**config.mk**
```make
export PLATFORM = sky130hd
export DESIGN_NAME = sw_conditioner
export DESIGN_NICKNAME = d
export VERILOG_FILES = /design/src/rtl/sw_conditioner.sv
export SDC_FILE = /design/constraint.sdc
export NUM_CORES = 1
export LEC_CHECK = 0
export ABC_CLOCK_PERIOD_IN_PS = 7140
export BUFFER_PORTS_ARGS = -buffer_cell sky130_fd_sc_hd__buf_4
export CORE_MARGIN = 4
export CORE_UTILIZATION = 50
export CTS_CLUSTER_DIAMETER = 100
export DETAILED_ROUTE_END_ITERATION = 8
export PLACE_DENSITY_LB_ADDON = 0.1
export RECOVER_POWER = 100
export SLEW_MARGIN = 20
export SYNTH_ARGS = -nofsm -noshare
export SYNTH_HDL_FRONTEND = slang
export SYNTH_SLANG_ARGS = --single-unit
```
**constraint.sdc**
```tcl
create_clock -name clk -period 7.14 [get_ports clk]
set_input_delay 0.714 -clock clk [delete_from_list [all_inputs] [get_ports clk]]
set_output_delay 0.714 -clock clk [all_outputs]
set_load 0.01 [all_outputs]
```
**src/rtl/sw_conditioner.sv**
```systemverilog
// Slide-switch input conditioner: two-flop synchroniser followed by a
// whole-vector debounce FSM. Publishes a stable switch vector plus one-cycle
// change/rise/fall strobes for the downstream system stage.
//
// state    | meaning
// ---------+------------------------------------------------------------
// IDLE     | synchronised input matches sw_out, nothing pending
// SETTLING | candidate differs from sw_out, counting stable cycles
module sw_conditioner #(
  parameter int               WIDTH         = 18,
  parameter int               STABLE_CYCLES = 1000,
  parameter int               CNT_W         = 16,
  parameter logic [WIDTH-1:0] RST_VAL       = '0
) (
  input  logic             clk,
  input  logic             rst,
  input  logic [WIDTH-1:0] sw_raw,
  output logic [WIDTH-1:0] sw_out,
  output logic             sw_changed,
  output logic [WIDTH-1:0] rise,
  output logic [WIDTH-1:0] fall,
  output logic             sw_stable
);

  localparam logic [CNT_W-1:0] CNT_LAST = CNT_W'(STABLE_CYCLES - 1);

  typedef enum logic {
    IDLE     = 1'b0,
    SETTLING = 1'b1
  } state_t;

  state_t           state;
  logic [WIDTH-1:0] sync1;
  logic [WIDTH-1:0] sync2;
  logic [WIDTH-1:0] candidate;
  logic [CNT_W-1:0] cnt;

  // Two-flop synchroniser; only sync2 is ever looked at by the FSM.
  always_ff @(posedge clk or negedge rst) begin
    if (!rst) begin
      sync1 <= '0;
      sync2 <= '0;
    end else begin
      sync1 <= sw_raw;
      sync2 <= sync1;
    end
  end

  // Debounce FSM with registered outputs; strobes default low every cycle.
  always_ff @(posedge clk or negedge rst) begin
    if (!rst) begin
      state      <= IDLE;
      candidate  <= '0;
      cnt        <= '0;
      sw_out     <= RST_VAL;
      sw_changed <= 1'b0;
      rise       <= '0;
      fall       <= '0;
      sw_stable  <= 1'b1;
    end else begin
      sw_changed <= 1'b0;
      rise       <= '0;
      fall       <= '0;
      case (state)
        IDLE: begin
          if (sync2 != sw_out) begin
            candidate <= sync2;
            cnt       <= '0;
            state     <= SETTLING;
            sw_stable <= 1'b0;
          end
        end
        SETTLING: begin
          if (sync2 == sw_out) begin
            // Input returned to the published value: drop the pending change.
            state     <= IDLE;
            sw_stable <= 1'b1;
          end else if (sync2 != candidate) begin
            // Any bit moving restarts the timer for the whole vector.
            candidate <= sync2;
            cnt       <= '0;
          end else if (cnt == CNT_LAST) begin
            sw_out     <= candidate;
            sw_changed <= 1'b1;
            rise       <= candidate & ~sw_out;
            fall       <= ~candidate & sw_out;
            state      <= IDLE;
            sw_stable  <= 1'b1;
          end else begin
            cnt <= cnt + 1'b1;
          end
        end
        default: begin
          state     <= IDLE;
          sw_stable <= 1'b1;
        end
      endcase
    end
  end

endmodule

```
==> results.cfg <==
[sta]
finalHoldViolCount = 0
worstMarginPinSlew_ns = 2.68
clock-skew-final_ns = 0.00740
tns_ns = 0
setup_viol = 0
rsz0062_at_grt = false
final.period_utilization = 0.654
min_period_ns = 4.67
fmax_mhz = 214
report.final.slew_viol_count = 167
maxSlewHeadroom = -0.785

[placed_design]
hpwl_um = 6420
gp_congestion = 0.803
io_buffer_count = 75

[worst_setup_path]
crit_buf_inv = 2
cp_slowest_cell = clkbuf_1
worstPathCellList = xor2_1, nor4_1, nand3_1, nor4_1, clkbuf_1, or3_1, clkbuf_1, mux2_2
crit_family = buffers and inverters
cp.arrival_ns = 5.06
worst-setup-path-type = reg -> reg
required_ns = 7.53
critPathCaptureType = register
critPathMaxFanout = 36
max_stage_delay_ns = 1.26
cp-start-kind = register

[finish]
area_delta_synth_final_pct = 19.7
nNetsFinal = 470
n_antenna_cell = 0
fin_util = 0.613
drive_above_1_share = 0.154

[drt]
drcViolationCount = 0
first_iter_violations = 76
vias_per_cell = 5.22
drtAntennaViolNets = 0
wl_per_cell_um = 16.0
drtPass1Iterations = 4
vias = 3108
postRouteWirelength_um = 9540

[floorplan]
die_h_um = 108
dieArea_um2 = 11600
start_util = 0.512
ioPinCount = 76
rows = 36
fp.coreArea_um2 = 9730
die-width_um = 108

[clock_tree]
root_buffer = clkbuf_8
cts-htree-levels = 4
cts_tree = built
holdBufCountCts = 0
worstSkewPairLatency_ns = 0.51
clk_path_buf_depth = 2
cts_setup_buffers = 0
cts_buffers = 17
clk_pin_slew_ns = 0.06
clock-sinks = 127
cts_resized = 0

[global_routing]
grt_max_degree = 76
track_usage = 0.178
antenna_found_initial = 0
grt_pass1_vias = 3164
grt_pass1_wl_um = 15900
grt_overflow = 0

[run]
max-cap-violations = 3

[min_path]
hold_class = in -> reg

[synthesis]
syn_nets = 386
synth_cell_types = 42
ys_ff_latch = 127
synthesis.area_um2 = 4980
synth_edf_count = 0
synth_area_per_cell_um2 = 13.7
synthFlopType = dfrtp_1
synth_warnings = 0
async_reset_ff_frac = 1.00
ys_seq_area_frac = 0.638
synthCells = 365

[power_and_ir_drop]
ir_worst_vdd_uv = 137
leakagePower_nw = 2.65
cellPowerDensity_nw_per_um2 = 275

[status]
violations = capacitance limit, slew limit
status = finished, violations left
==> flip-flops by register name, summed over array words and instances, names as in the netlist <==
signal and cells:
sync1 18, sw_stable 1, sw_out 18, cnt 16, sw_changed 1, sync2 18
state 1, rise 18, fall 18, candidate 18
==> path summary, 6_finish.rpt <==
check / start / depth (start not counted) / to / slack, ns
hold reg to reg: sync1[13] / 0 / sync2[13] / 0.35
min in group asynchronous: rst / 1 / rise[3] / 1.05
max in group asynchronous: rst / 2 / candidate[14] / 3.27
setup reg to reg: sync2[7] / 8 / sw_out[3] / 2.47
hold / removal: sw_raw[16] / 1 / sync1[16] / 0.33
setup / recovery: sync2[7] / 8 / sw_out[3] / 2.47
==> power breakdown <==
part,switching (W),internal [W]
combinational,0.0000240,0.0000198
clock,0.000305,0.000543
sequential,0.0000146,0.000736
total,0.000343,0.00130
==> cell usage after synthesis (2+ instances only) <==
| master | instances | area, um2 |
|---|---|---|
| buf_2 | 5 | 25.0 |
| o311ai_0 | 5 | 43.8 |
| nand3_1 | 14 | 70.1 |
| inv_1 | 7 | 26.3 |
| and3_1 | 4 | 25.0 |
| nand4_1 | 8 | 50.1 |
| mux2_2 | 21 | 236 |
| clkbuf_1 | 5 | 18.8 |
| o21ai_0 | 5 | 25.0 |
| xnor2_1 | 18 | 158 |
| mux2_4 | 13 | 195 |
| o2bb2a_1 | 2 | 20.0 |
| a221o_1 | 2 | 20.0 |
| a21oi_1 | 3 | 15.0 |
| dfrtp_1 | 126 | 3150 |
| nor4_2 | 2 | 25.0 |
| nand2_1 | 17 | 63.8 |
| a22o_1 | 5 | 43.8 |
| nand2b_1 | 8 | 50.1 |
| nor3b_1 | 36 | 270 |
| a21o_1 | 5 | 37.5 |
| xor2_1 | 14 | 123 |
| nor4_1 | 5 | 31.3 |
| o2111ai_1 | 2 | 17.5 |
| buf_6 | 2 | 22.5 |
| nor2_1 | 15 | 56.3 |
==> final cells by class <==
class	count	area [um2]
multi-input combinational	218	1640
fill	832	3760
clock buffer	20	435
sequential	127	3180
inverter	7	26.3
clock inverter	12	160
tap	133	166
timing repair buffer	78	358
==> through the flow <==
stage / hold WS, ns / worst slack [ns] / power, W / instances / instance area (um2)
floorplan: 0.331 / 4.77 / 0.000779 / 365 / 4980
global placement: 0.332 / 3.95 / 0.000808 / 563 / 5660
detailed placement: 0.335 / 3.94 / 0.000810 / 563 / 5660
CTS: 0.250 / 3.92 / 0.00166 / 595 / 6250
global route: 0.309 / 1.99 / 0.00171 / 595 / 5970
finish: 0.329 / 2.47 / 0.00164 / 595 / 5970
==> routing by layer <==
layer,vias up,part of all wire,global-route usage
met5,-,0,0
met4,0,0.010,0.0658
met3,12,0.050,0.0426
met2,71,0.49,0.288
met1,1560,0.45,0.235
li1,1465,-,-
==> layout by cell type, fill, tap and decap left out, drive strengths merged, types with 3 or more instances in the layout <==
master    n
nor3b    36
dfrtp   126
nand3    14
nor2     15
o311ai    5
inv       8
clkbuf   97
a22o      5
o21ai     5
clkinv    7
xor2     14
a21o      5
and3      4
bufinv    3
nand2b    8
xnor2    18
nand4     8
a21oi     3
nor4      8
nand2    17
mux2     34
==> logic make-up after synthesis <==
family / count (synthesis) / synth area share
xor gates and xnor gates: 32 / 0.0562
AOI/OAI and AO/OA: 36 / 0.0557
DFF: 127 / 0.638
and+or+nand+nor: 115 / 0.139
muxes: 34 / 0.0866
adders and majority gates: 1 / 0.00251
buffers and inverters: 20 / 0.0216
(Power assumes the default switching activity.)
